[src/rtl/mips_pkg.sv]
// Shared definitions for the MIPS core's boot-time instruction-memory loader.
// Holds the loader state encoding and the core's reset-PC word index.
package mips_pkg;

  typedef enum logic [1:0] {
    IDLE  = 2'd0,
    RECV  = 2'd1,
    WRITE = 2'd2,
    DONE  = 2'd3
  } loader_state_e;

  localparam int unsigned IMEM_BASE_WORD = 40;
  localparam int unsigned WORD_BYTES     = 4;

  // Instruction memory is word-organised; the core addresses it in bytes.
  function automatic logic [31:0] word_to_byte_addr(input logic [31:0] word_index);
    return word_index << 2;
  endfunction

endpackage

[src/rtl/byte_packer.sv]
// Packs an MSB-first byte stream into 32-bit words.
// The last byte of a word is merged combinationally, so word_next is complete on the 4th handshake.
module byte_packer
  import mips_pkg::*;
(
  input  logic        clk,
  input  logic        rst_n,
  input  logic        clear,
  input  logic        accept,
  input  logic [7:0]  rx_data,
  output logic [31:0] word_next,
  output logic        word_ready
);

  localparam logic [1:0] LAST_BYTE = 2'(WORD_BYTES - 1);

  logic [23:0] asm_q, asm_d;
  logic [1:0]  byte_cnt_q, byte_cnt_d;

  always_comb begin
    asm_d      = asm_q;
    byte_cnt_d = byte_cnt_q;
    word_next  = {asm_q, rx_data};
    word_ready = 1'b0;
    if (clear) begin
      asm_d      = '0;
      byte_cnt_d = '0;
    end else if (accept) begin
      asm_d      = {asm_q[15:0], rx_data};
      byte_cnt_d = byte_cnt_q + 2'd1;
      word_ready = (byte_cnt_q == LAST_BYTE);
    end
  end

  always_ff @(posedge clk or negedge rst_n) begin
    if (!rst_n) begin
      asm_q      <= '0;
      byte_cnt_q <= '0;
    end else begin
      asm_q      <= asm_d;
      byte_cnt_q <= byte_cnt_d;
    end
  end

endmodule

[src/rtl/imem_loader.sv]
// Boot-time instruction-memory writer: receives a program byte stream and writes
// packed words from the core's reset PC upward while holding the core's PC.
module imem_loader
  import mips_pkg::*;
#(
  parameter int unsigned ADDR_W    = 8,
  parameter int unsigned BASE_WORD = IMEM_BASE_WORD
) (
  input  logic              clk,
  input  logic              rst_n,
  input  logic              start,
  input  logic [ADDR_W:0]   word_count,
  input  logic [7:0]        rx_data,
  input  logic              rx_valid,
  output logic              rx_ready,
  output logic              imem_we,
  output logic [31:0]       imem_addr,
  output logic [31:0]       imem_wdata,
  output logic              cpu_hold,
  output logic              busy,
  output logic              done,
  output logic              err
);

  localparam logic [ADDR_W:0]   BASE_W = (ADDR_W+1)'(BASE_WORD);
  localparam logic [ADDR_W:0]   ONE_W  = (ADDR_W+1)'(1);
  localparam logic [ADDR_W+1:0] DEPTH  = (ADDR_W+2)'(1) << ADDR_W;

  loader_state_e state_q, state_d;

  logic [ADDR_W:0] count_q, count_d;
  logic [ADDR_W:0] word_idx_q, word_idx_d;
  logic            err_q, err_d;
  logic [31:0]     imem_addr_q, imem_addr_d;
  logic [31:0]     imem_wdata_q, imem_wdata_d;
  logic            rx_ready_q, rx_ready_d;
  logic            imem_we_q, imem_we_d;
  logic            cpu_hold_q, cpu_hold_d;
  logic            busy_q, busy_d;
  logic            done_q, done_d;

  logic            packer_clear;
  logic            packer_accept;
  logic [31:0]     word_next;
  logic            word_ready;
  logic [ADDR_W+1:0] end_word;
  logic            range_bad;
  logic [ADDR_W:0] word_sum;

  // Wider than the address so a full-depth load is distinguishable from overflow.
  assign end_word  = (ADDR_W+2)'(BASE_WORD) + (ADDR_W+2)'(word_count);
  assign range_bad = (end_word > DEPTH);
  assign word_sum  = BASE_W + word_idx_q;

  assign packer_accept = rx_valid && rx_ready_q;

  byte_packer u_packer (
    .clk        (clk),
    .rst_n      (rst_n),
    .clear      (packer_clear),
    .accept     (packer_accept),
    .rx_data    (rx_data),
    .word_next  (word_next),
    .word_ready (word_ready)
  );

  always_comb begin
    state_d      = state_q;
    count_d      = count_q;
    word_idx_d   = word_idx_q;
    err_d        = err_q;
    imem_addr_d  = imem_addr_q;
    imem_wdata_d = imem_wdata_q;
    packer_clear = 1'b0;

    unique case (state_q)
      IDLE: begin
        if (start) begin
          if (word_count == '0) begin
            err_d   = 1'b0;
            state_d = DONE;
          end else if (range_bad) begin
            err_d = 1'b1;
          end else begin
            count_d      = word_count;
            word_idx_d   = '0;
            err_d        = 1'b0;
            packer_clear = 1'b1;
            state_d      = RECV;
          end
        end
      end
      RECV: begin
        if (word_ready) begin
          imem_wdata_d = word_next;
          imem_addr_d  = word_to_byte_addr(32'(word_sum));
          state_d      = WRITE;
        end
      end
      WRITE: begin
        word_idx_d = word_idx_q + ONE_W;
        state_d    = (word_idx_q == count_q - ONE_W) ? DONE : RECV;
      end
      DONE: begin
        state_d = IDLE;
      end
      default: begin
        state_d = IDLE;
      end
    endcase

    // Outputs are decoded from the next state so they line up with the registered state.
    rx_ready_d = (state_d == RECV);
    imem_we_d  = (state_d == WRITE);
    cpu_hold_d = (state_d == RECV) || (state_d == WRITE);
    busy_d     = (state_d != IDLE);
    done_d     = (state_d == DONE);
  end

  always_ff @(posedge clk or negedge rst_n) begin
    if (!rst_n) begin
      state_q      <= IDLE;
      count_q      <= '0;
      word_idx_q   <= '0;
      err_q        <= 1'b0;
      imem_addr_q  <= '0;
      imem_wdata_q <= '0;
      rx_ready_q   <= 1'b0;
      imem_we_q    <= 1'b0;
      cpu_hold_q   <= 1'b0;
      busy_q       <= 1'b0;
      done_q       <= 1'b0;
    end else begin
      state_q      <= state_d;
      count_q      <= count_d;
      word_idx_q   <= word_idx_d;
      err_q        <= err_d;
      imem_addr_q  <= imem_addr_d;
      imem_wdata_q <= imem_wdata_d;
      rx_ready_q   <= rx_ready_d;
      imem_we_q    <= imem_we_d;
      cpu_hold_q   <= cpu_hold_d;
      busy_q       <= busy_d;
      done_q       <= done_d;
    end
  end

  assign rx_ready   = rx_ready_q;
  assign imem_we    = imem_we_q;
  assign imem_addr  = imem_addr_q;
  assign imem_wdata = imem_wdata_q;
  assign cpu_hold   = cpu_hold_q;
  assign busy       = busy_q;
  assign done       = done_q;
  assign err        = err_q;

endmodule

[config.mk]
export PLATFORM = sky130hd
export DESIGN_NAME = imem_loader
export DESIGN_NICKNAME = d
export VERILOG_FILES = /design/src/rtl/mips_pkg.sv /design/src/rtl/byte_packer.sv /design/src/rtl/imem_loader.sv
export SDC_FILE = /design/constraint.sdc
export NUM_CORES = 1
export LEC_CHECK = 0
export ABC_AREA = 1
export CAP_MARGIN = 20
export CORE_MARGIN = 10
export CORE_UTILIZATION = 56
export CTS_CLUSTER_DIAMETER = 60
export DETAILED_ROUTE_END_ITERATION = 16
export PLACE_DENSITY = 0.87
export SETUP_SLACK_MARGIN = 0.02
export SYNTH_ARGS = -nofsm -noshare
export SYNTH_HDL_FRONTEND = slang
export SYNTH_SLANG_ARGS = --single-unit
[constraint.sdc]
create_clock -name clk -period 3.1 [get_ports clk]
set_clock_uncertainty 0.05 [all_clocks]
set_input_delay 0.465 -clock clk [delete_from_list [all_inputs] [get_ports clk]]
set_output_delay 0.465 -clock clk [all_outputs]
set_load 0.005 [all_outputs]
==> results of run 1 <==
-- cells by family (layout without fill, tap and decap cells) --
| group | Yosys count | in the layout | synth area share |
|---|---|---|---|
| and+or+nand+nor | 305 | 305 | 0.2806 |
| other | 1 | 23 | 0.0007832 |
| buffers and inverters | 111 | 154 | 0.1116 |
| xor gates and xnor gates | 8 | 8 | 0.01463 |
| muxes | 25 | 25 | 0.05879 |
| adders and majority gates | 9 | 9 | 0.02352 |
| DFF | 93 | 93 | 0.4860 |
| AOI/OAI and AO/OA | 19 | 19 | 0.02404 |
-- stage by stage --
stage | power (mW) | cell area (um2) | hold slack (ns) | worst slack [ns]
final | 4.829 | 5632 | 0.06051 | 0.7306
after detailed placement | 4.057 | 5441 | 0.4097 | 0.3811
after global routing | 5.205 | 5632 | 0.09797 | 0.5034
after floorplan | 3.146 | 4871 | 0.1194 | 1.105
after global placement | 3.950 | 5441 | 0.4065 | 0.4982
after CTS | 4.863 | 5632 | 0.06990 | 0.7725
-- layout make-up --
class,count,area (um2)
Fill cell,643,2626
Sequential cell,93,2327
Multi-Input combinational cell,389,2014
Timing Repair Buffer,76,735.7
Inverter,62,232.7
Clock buffer,10,137.6
Tap cell,105,131.4
Clock inverter,6,52.55
-- power by group through the flow --
stage	Combinational (mW)	Sequential, mW	Clock [mW]
global route	2.21	2.15	0.846
global placement	1.88	2.07	0
detailed placement	1.96	2.10	0
floorplan	1.13	2.02	0
finish	1.96	2.10	0.776
CTS	1.99	2.08	0.792
-- worst paths after layout --
check	startpoint	endpoint
worst max-delay path	word_count[3]	imem_wdata[17]$_DFFE_PN0P_
worst min-delay path	rst_n	u_packer.asm_q[15]$_DFFE_PN0P_
worst max register to register	count_q[0]$_DFFE_PN0P_	cpu_hold$_DFF_PN0_
worst min register to register	imem_addr[8]$_DFFE_PN0P_	imem_addr[8]$_DFFE_PN0P_
max in group asynchronous	rst_n	imem_addr[7]$_DFFE_PN0P_
min in group clk	imem_addr[8]$_DFFE_PN0P_	imem_addr[8]$_DFFE_PN0P_
-- registers in the layout (all words and copies together), names as in the netlist --
register and count:
word_idx_q 9, u_packer.asm_q 24, count_q 9, u_packer.byte_cnt_q 2
busy 1, err 1, state_q 2, imem_we 1
imem_addr 9, cpu_hold 1, imem_wdata 32, rx_ready 1
done 1
-- layer usage --
| layer | part of all wire | vias to the layer above | routed length, um |
|---|---|---|---|
| met3 | 0.079 | 18 | 909 |
| met1 | 0.40 | 1898 | 4624 |
| met2 | 0.50 | 162 | 5744 |
| met4 | 0.015 | 0 | 173 |
| li1 | - | 1914 | - |
| met5 | 0 | - | 0 |
-- critical path: stages --
cell             delay, ns
clkdlybuf4s50_1       0.49
ha_1                  0.25
inv_1                 0.07
nand2_1               0.07
nand3_1               0.08
nor2_1                0.04
nand2_1               0.07
nand2_1               0.09
nand4_4               0.09
buf_4                 0.51
nand4_1               0.24
nand2_1               0.13
-- synth_stat cells, drive strengths merged --
cell type	n	area (um2)
inv	61	229.0
nand4	47	309.0
a21oi	7	50.04
o21a	1	7.510
nor2	33	123.9
ha	9	112.6
dfrtp	93	2327
a21boi	1	7.510
xor2	5	43.79
or2	1	6.260
mux2	25	281.5
clkinv	1	3.750
nand2	181	681.9
o21ai	10	50.05
clkbuf	15	56.30
nand3	40	205.2
nand3b	1	7.510
buf	34	245.2
xnor2	3	26.28
conb	1	3.750
nor3	2	10.01
==> impl_metrics.env, run 1 <==
export IMPL_die_area_um2=12650
export IMPL_grt_pass1_wl_um=19520
export IMPL_grt_setup_unrepaired="false"
export IMPL_syn_area_um2=4788
export IMPL_status="finished clean"
export IMPL_totalWireLength_um=11450
export IMPL_min_path_type="input pin to asynchronous set/reset pin"
export IMPL_placementRows=33
export IMPL_cts_buffers=9
export IMPL_min_period_ns=2.369
export IMPL_cts_tree="yes"
export IMPL_hold_violations=0
export IMPL_required_ns=3.36
export IMPL_drv_slew=0
export IMPL_clk_pin_slew_ns=0.10
export IMPL_core_um2=8258
export IMPL_peakVddDrop_uv=534.4
export IMPL_crit_fanout=68
export IMPL_drv_cap=0
export IMPL_ant_nets=0
export IMPL_syn_mean_instance_area_um2=8.386
export IMPL_grtUsageTotal=0.1828
export IMPL_reg2regPathDepth=12
export IMPL_dp_cells=725
export IMPL_fin_util=0.6820
export IMPL_reg2reg_slack_ns=0.78
export IMPL_worst_pin_slew_ns=0.6193
export IMPL_top_usage_layer="met2"
export IMPL_yosysSeqAreaShare=0.4860
export IMPL_p_int_mw=3.012
export IMPL_worstPathArrival_ns=2.63
export IMPL_drt_wirelength_per_cell_um=15.45
export IMPL_drc=0
export IMPL_clk_latency_ns=0.36
export IMPL_met3_usage=0.05112
export IMPL_vias=3992
export IMPL_setup_viol=0
export IMPL_leakagePower_nw=2.991
export IMPL_synth_ff_latch_count=93
export IMPL_clock_sinks=93
export IMPL_antenna_found_initial=0
export IMPL_fmax_mhz=422.0
export IMPL_die_y_um=112.5
export IMPL_grt_max_degree=69
export IMPL_mostFrequentLayoutCells="nand2_1, dfrtp_1, clkdlybuf4s50_1"
export IMPL_netSwitchingPower_mw=1.817
export IMPL_post_cts_buffers=0
export IMPL_stdcell_count=741
export IMPL_initial_core_util=0.5798
export IMPL_period_share=0.7643
export IMPL_tns_ns=0
export IMPL_area_growth_pct=17.61
export IMPL_slew_headroom=0.5871
export IMPL_syn_inst=571
export IMPL_finalNetCount=661
export IMPL_ctsResizeCount=0
export IMPL_grtUsageMet2=0.3048
export IMPL_clock_power_share=0.161
export IMPL_p_per_area_nw_per_um2=857.5
export IMPL_port_buffers=67
export IMPL_n_antenna_cell=0
export IMPL_drive_gt1_frac=0.09748
export IMPL_place_hpwl_um=8274
export IMPL_grt_use_met1=0.2245
export IMPL_end_kind="flip-flop"
export IMPL_yosys_warnings=0
export IMPL_startpoint_type="input pin"
export IMPL_gp_congestion=0.9261
export IMPL_cts_root_buf="clkbuf_8"
export IMPL_synth_cell_types=29
export IMPL_grt_overflow=0
export IMPL_htree_levels=3
export IMPL_grt_pass1_vias=3936
export IMPL_sequentialPowerShare=0.434
export IMPL_p_comb_frac=0.405
export IMPL_critical_path_class="input pin to flip-flop"
export IMPL_viasPerCell=5.387
export IMPL_dr_pass1_iters=5
export IMPL_cts_hold_buffers=0
export IMPL_clockBufferDepth=2
export IMPL_pin_count=91
export IMPL_power_share_switching=0.3763
export IMPL_initialDrtViolationCount=230
export IMPL_final_common_cell="nand2_1"
export IMPL_die_x_um=112.5
Power figures use the tool's default switching activity.
==> inputs of run 2 (changes only) <==
--- a/config.mk
+++ b/config.mk
@@ -8,10 +8,10 @@
 export ABC_AREA = 1
 export CAP_MARGIN = 20
 export CORE_MARGIN = 10
-export CORE_UTILIZATION = 56
+export CORE_UTILIZATION = 52
 export CTS_CLUSTER_DIAMETER = 60
 export DETAILED_ROUTE_END_ITERATION = 16
-export PLACE_DENSITY = 0.87
+export PLACE_DENSITY = 0.82
 export SETUP_SLACK_MARGIN = 0.02
 export SYNTH_ARGS = -nofsm -noshare
 export SYNTH_HDL_FRONTEND = slang
==> constraint.sdc (replaced) <==
create_clock -name clk -period 2.31 [get_ports clk]
set_clock_uncertainty 0.05 [all_clocks]
set_input_delay 0.3465 -clock clk [delete_from_list [all_inputs] [get_ports clk]]
set_output_delay 0.3465 -clock clk [all_outputs]
set_load 0.005 [all_outputs]
==> run 2 against run 1 <==
Net effect:
- sequential share of layout area decreased by 0.90 points
- power is 39% higher
- first-iteration DRC count rose by 37%
- clock-buffer cell count decreased by 1
- critical path depth did not move
- sequential power up 34%
- final cell count increased by 1.3%
- combinational power up 37%
- flip-flop and latch count did not move
- critical endpoint is now cpu_hold$_DFF_PN0_
- highest routed layer unchanged
==> impl_metrics.env, run 2 (same netlist as run 1, synthesis figures left out) <==
export IMPL_status="finished clean"
export IMPL_drt_wirelength_per_cell_um=15.43
export IMPL_met1_length_um=4658
export IMPL_placementRows=34
export IMPL_fin_util=0.6506
export IMPL_totalWireLength_um=11590
export IMPL_place_hpwl_um=8278
export IMPL_clk_latency_ns=0.37
export IMPL_critical_path_class="flip-flop to flip-flop"
export IMPL_pin_count=91
export IMPL_p_per_area_nw_per_um2=1169
export IMPL_clock_power_share=0.184
export IMPL_clock_sinks=93
export IMPL_dr_pass1_iters=5
export IMPL_grt_max_degree=90
export IMPL_min_path_type="input pin to asynchronous set/reset pin"
export IMPL_viasPerCell=5.312
export IMPL_path_cells="inv_1 -> ha_2 -> nand2_1 -> nor2_1 -> nand3_1 -> nand3_1 -> nand2_1 -> nor2_2 -> nand2_1 -> nor2_1 -> nor2_1 -> ha_1"
export IMPL_final_area_um2=5757
export IMPL_slowest_delay_ns=0.39
export IMPL_vias=3989
export IMPL_leakagePower_nw=3.047
export IMPL_setup_viol=0
export IMPL_netSwitchingPower_mw=2.455
export IMPL_grtUsageTotal=0.1740
export IMPL_final_common_cell="nand2_1"
export IMPL_initialDrtViolationCount=316
export IMPL_drv_cap=0
export IMPL_die_x_um=116.0
export IMPL_p_comb_frac=0.399
export IMPL_cts_root_buf="clkbuf_8"
export IMPL_ant_nets=0
export IMPL_clk_pin_slew_ns=0.09
export IMPL_min_period_ns=2.099
export IMPL_port_buffers=67
export IMPL_clockBufferDepth=2
export IMPL_grt_pass1_wl_um=18910
export IMPL_cts_tree="yes"
export IMPL_die_y_um=116.0
export IMPL_grt_overflow=0
export IMPL_grt_setup_unrepaired="false"
export IMPL_hold_violations=0
export IMPL_drive_gt1_frac=0.1089
export IMPL_n_antenna_cell=0
export IMPL_htree_levels=3
export IMPL_period_share=0.9086
export IMPL_mostFrequentLayoutCells="nand2_1, dfrtp_1, clkdlybuf4s50_1"
export IMPL_cts_buffers=9
export IMPL_sequentialPowerShare=0.417
export IMPL_initial_core_util=0.5411
export IMPL_worstPathArrival_ns=2.31
export IMPL_area_growth_pct=20.22
export IMPL_crit_fanout=6
export IMPL_route_met2_wl_um=5768
export IMPL_post_cts_buffers=0
export IMPL_core_um2=8848
export IMPL_top_layer="met4"
export IMPL_tns_ns=0
export IMPL_drc=0
export IMPL_startpoint_type="flip-flop"
export IMPL_required_ns=2.52
export IMPL_wl_met3_um=958
export IMPL_largest_reg_flops=32
export IMPL_finalNetCount=668
export IMPL_fmax_mhz=476.5
export IMPL_fillers=688
export IMPL_dpl_cell_area_um2=5515
export IMPL_gp_congestion=0.8617
export IMPL_die_area_um2=13450
export IMPL_slowest_stage="dfrtp_1"
export IMPL_p_int_mw=4.274
export IMPL_antenna_found_initial=0
export IMPL_grt_pass1_vias=3986
export IMPL_end_kind="flip-flop"
export IMPL_drv_slew=0
export IMPL_power_share_switching=0.3648
export IMPL_peakVddDrop_uv=611.5
[run 2: changes by cell type in the layout (fill, tap and decap cells not counted)]
cell,change
nor2_2,+1
buf_12,+2
inv_6,+1
buf_4,+4
nor2_1,-1
clkbuf_8,-1
ha_1,-1
inv_8,-1
bufinv_16,+2
ha_2,+1
clkinvlp_4,-1
dlygate4sd3_1,+1
[run 2: final cells by class]
type,instances,area (um2),area share
timing repair buffer,83,815.8,0.1417
clock inverter,7,102.6,0.01782
tap,108,135.1,0.02347
inverter,62,232.7,0.04043
multi-input combinational,389,2019,0.3508
sequential,93,2327,0.4043
clock buffer,9,123.9,0.02152
[run 2: what timing repair did]
item                       in CTS  in global routing
setup endpoints to repair       0                  1
resized for setup               0                  2
hold endpoints to repair        4                  0
hold buffers                    1                  0
[run 2: worst max-delay path: cells and delay by family (launching register included)]
| family | cells | cell delay (ns) |
|---|---|---|
| and+or+nand+nor | 9 | 0.94 |
| adders and majority gates | 2 | 0.51 |
| DFF | 1 | 0.39 |
| buffers and inverters | 1 | 0.08 |
[run 2: through the flow]
stage	instances	hold WS (ns)	setup WS [ns]	total power [mW]
floorplan	593	0.0009089	0.4332	4.223
global placement	734	0.1069	0.03044	5.344
detailed placement	734	0.1067	-0.07034	5.490
CTS	751	0.2437	0.1415	6.757
global route	751	0.2683	0.02862	7.215
finish	751	0.2533	0.2112	6.728
[run 2: worst paths after layout]
kind | from | endpoint | slack (ns) | cells past startpoint
min | rst_n | done$_DFF_PN0_ | 0.25 | 2
max reg2reg | count_q[0]$_DFFE_PN0P_ | cpu_hold$_DFF_PN0_ | 0.21 | 12
min reg2reg | imem_wdata[2]$_DFFE_PN0P_ | imem_wdata[2]$_DFFE_PN0P_ | 0.43 | 2
min in group clk | imem_wdata[2]$_DFFE_PN0P_ | imem_wdata[2]$_DFFE_PN0P_ | 0.43 | 2
max in group asynchronous | rst_n | imem_wdata[27]$_DFFE_PN0P_ | 1.32 | 3
max | count_q[0]$_DFFE_PN0P_ | cpu_hold$_DFF_PN0_ | 0.21 | 12
[run 2: per-layer routing]
metal  track usage  vias up
met5             0        -
met4       0.07339        0
met3       0.04186       14
met2        0.2973      137
met1        0.2053     1910
li1              -     1928
[run 2: power groups by stage]
stage,Sequential (mW),Combinational [mW],Clock (mW)
floorplan,2.71,1.52,0
global placement,2.78,2.56,0
detailed placement,2.82,2.67,0
CTS,2.80,2.71,1.25
global route,2.89,3.01,1.32
finish,2.81,2.69,1.24
==> inputs of run 3 (changes only) <==
--- a/config.mk
+++ b/config.mk
@@ -7,7 +7,7 @@
 export LEC_CHECK = 0
 export ABC_AREA = 1
 export CAP_MARGIN = 20
-export CORE_MARGIN = 10
+export CORE_MARGIN = 2
 export CORE_UTILIZATION = 52
 export CTS_CLUSTER_DIAMETER = 60
 export DETAILED_ROUTE_END_ITERATION = 16
==> run 3 against run 2 <==
Net effect:
- first-iteration DRC count decreased by 15%
- wire length down 6.4%
- maximum frequency up 0.84%
- global-route usage rose by 5.2 points
- sequential power is essentially flat
- hold slack gained 0.13 ns
- combinational power down 1%
==> impl_metrics.env, run 3 (same netlist as run 1, synthesis figures left out) <==
export IMPL_post_cts_buffers=0
export IMPL_area_growth_pct=20.33
export IMPL_antenna_found_initial=0
export IMPL_p_total_mw=6.656
export IMPL_drc=0
export IMPL_gp_congestion=0.8658
export IMPL_die_x_um=99.96
export IMPL_drt_wirelength_per_cell_um=14.40
export IMPL_placementRows=35
export IMPL_cts_buffers=9
export IMPL_met1_length_um=4695
export IMPL_p_per_area_nw_per_um2=1155
export IMPL_dpl_cell_area_um2=5519
export IMPL_place_hpwl_um=7522
export IMPL_status="finished clean"
export IMPL_fmax_mhz=480.5
export IMPL_crit_fanout=4
export IMPL_grt_setup_unrepaired="false"
export IMPL_grt_overflow=0
export IMPL_drive_gt1_frac=0.1075
export IMPL_leakagePower_nw=3.048
export IMPL_hold_violations=0
export IMPL_largest_reg_flops=32
export IMPL_startpoint_type="flip-flop"
export IMPL_required_ns=2.51
export IMPL_clockBufferDepth=2
export IMPL_cts_root_buf="clkbuf_8"
export IMPL_min_period_ns=2.081
export IMPL_die_y_um=99.96
export IMPL_wl_met3_um=528
export IMPL_final_common_cell="nand2_1"
export IMPL_grtUsageTotal=0.2264
export IMPL_clk_pin_slew_ns=0.09
export IMPL_port_buffers=67
export IMPL_pin_count=91
export IMPL_grt_pass1_vias=3877
export IMPL_cts_tree="yes"
export IMPL_htree_levels=3
export IMPL_totalWireLength_um=10840
export IMPL_finalNetCount=668
export IMPL_end_kind="flip-flop"
export IMPL_worstPathArrival_ns=2.28
export IMPL_peakVddDrop_uv=704.1
export IMPL_core_um2=9065
export IMPL_viasPerCell=5.266
export IMPL_n_antenna_cell=0
export IMPL_die_area_um2=9992
export IMPL_clk_latency_ns=0.36
export IMPL_grt_max_degree=83
export IMPL_setup_viol=0
export IMPL_vias=3965
export IMPL_initial_core_util=0.5282
export IMPL_dr_pass1_iters=5
export IMPL_fin_util=0.6356
export IMPL_top_layer="met4"
export IMPL_route_met2_wl_um=5442
export IMPL_grt_pass1_wl_um=18060
export IMPL_whs_ns=0.3875
export IMPL_fillers=725
export IMPL_min_path_type="input pin to asynchronous set/reset pin"
export IMPL_dp_slack_ns=-0.05181
export IMPL_final_area_um2=5762
export IMPL_initialDrtViolationCount=268
export IMPL_clock_sinks=93
export IMPL_critical_path_class="flip-flop to flip-flop"
export IMPL_period_share=0.9010
export IMPL_drv_cap=0
export IMPL_mostFrequentLayoutCells="nand2_1, dfrtp_1, clkdlybuf4s50_1"
export IMPL_setup_ws_ns=0.2287
export IMPL_ant_nets=0
export IMPL_drv_slew=0
[run 3: layout make-up]
type                    instances  area (um2)  area share
clock buffers                   9       123.9     0.02150
flip-flops and latches         93        2327      0.4039
multi-input cells             389        2029      0.3522
clock inverters                 6       93.84     0.01629
repair buffers                 83       815.8      0.1416
well taps                     111       138.9     0.02410
inverters                      62       232.7     0.04039
[run 3: worst max-delay path, cell delays in order (launching register included)]
cell     delay, ns
dfrtp_1       0.42
nor2_1        0.21
nand2_1       0.15
o21ai_0       0.25
nand2_1       0.10
nand2_1       0.08
nand2_1       0.05
inv_1         0.06
nand2_1       0.05
nor2_1        0.17
nor2_1        0.10
ha_1          0.27
[run 3: through the flow]
step | instances | setup TNS [ns]
6_report | 753 | 0
4_1_cts | 753 | 0
3_3_place_gp | 737 | 0
5_1_grt | 753 | 0
3_5_place_dp | 737 | -0.8497
2_1_floorplan | 593 | 0
[run 3: report_power, final]
part	internal [mW]	switching, mW
sequential	2.30	0.499
clock	0.615	0.598
combinational	1.36	1.29
total	4.27	2.39
[run 3: repair_timing]
item	in CTS	in global routing
endpoints found under the hold margin	25	0
hold buffers	1	0
setup endpoints to repair	0	3
gates resized for setup	0	3
[run 3: final timing paths]
path                                            start                          to  slack (ns)  cells after the start
max reg2reg                    count_q[2]$_DFFE_PN0P_          cpu_hold$_DFF_PN0_        0.23                     11
min in group clk           imem_wdata[19]$_DFFE_PN0P_  imem_wdata[19]$_DFFE_PN0P_        0.43                      2
max in group asynchronous                       rst_n      count_q[8]$_DFFE_PN0P_        1.22                      3
max                            count_q[2]$_DFFE_PN0P_          cpu_hold$_DFF_PN0_        0.23                     11
min reg2reg                imem_wdata[19]$_DFFE_PN0P_  imem_wdata[19]$_DFFE_PN0P_        0.43                      2
min                                             rst_n           imem_we$_DFF_PN0_        0.39                      2
[run 3: routing by layer]
| layer | global-route usage | up-vias |
|---|---|---|
| li1 | - | 1913 |
| met1 | 0.2887 | 1922 |
| met2 | 0.3867 | 112 |
| met3 | 0.04318 | 18 |
| met4 | 0.08219 | 0 |
| met5 | 0 | - |
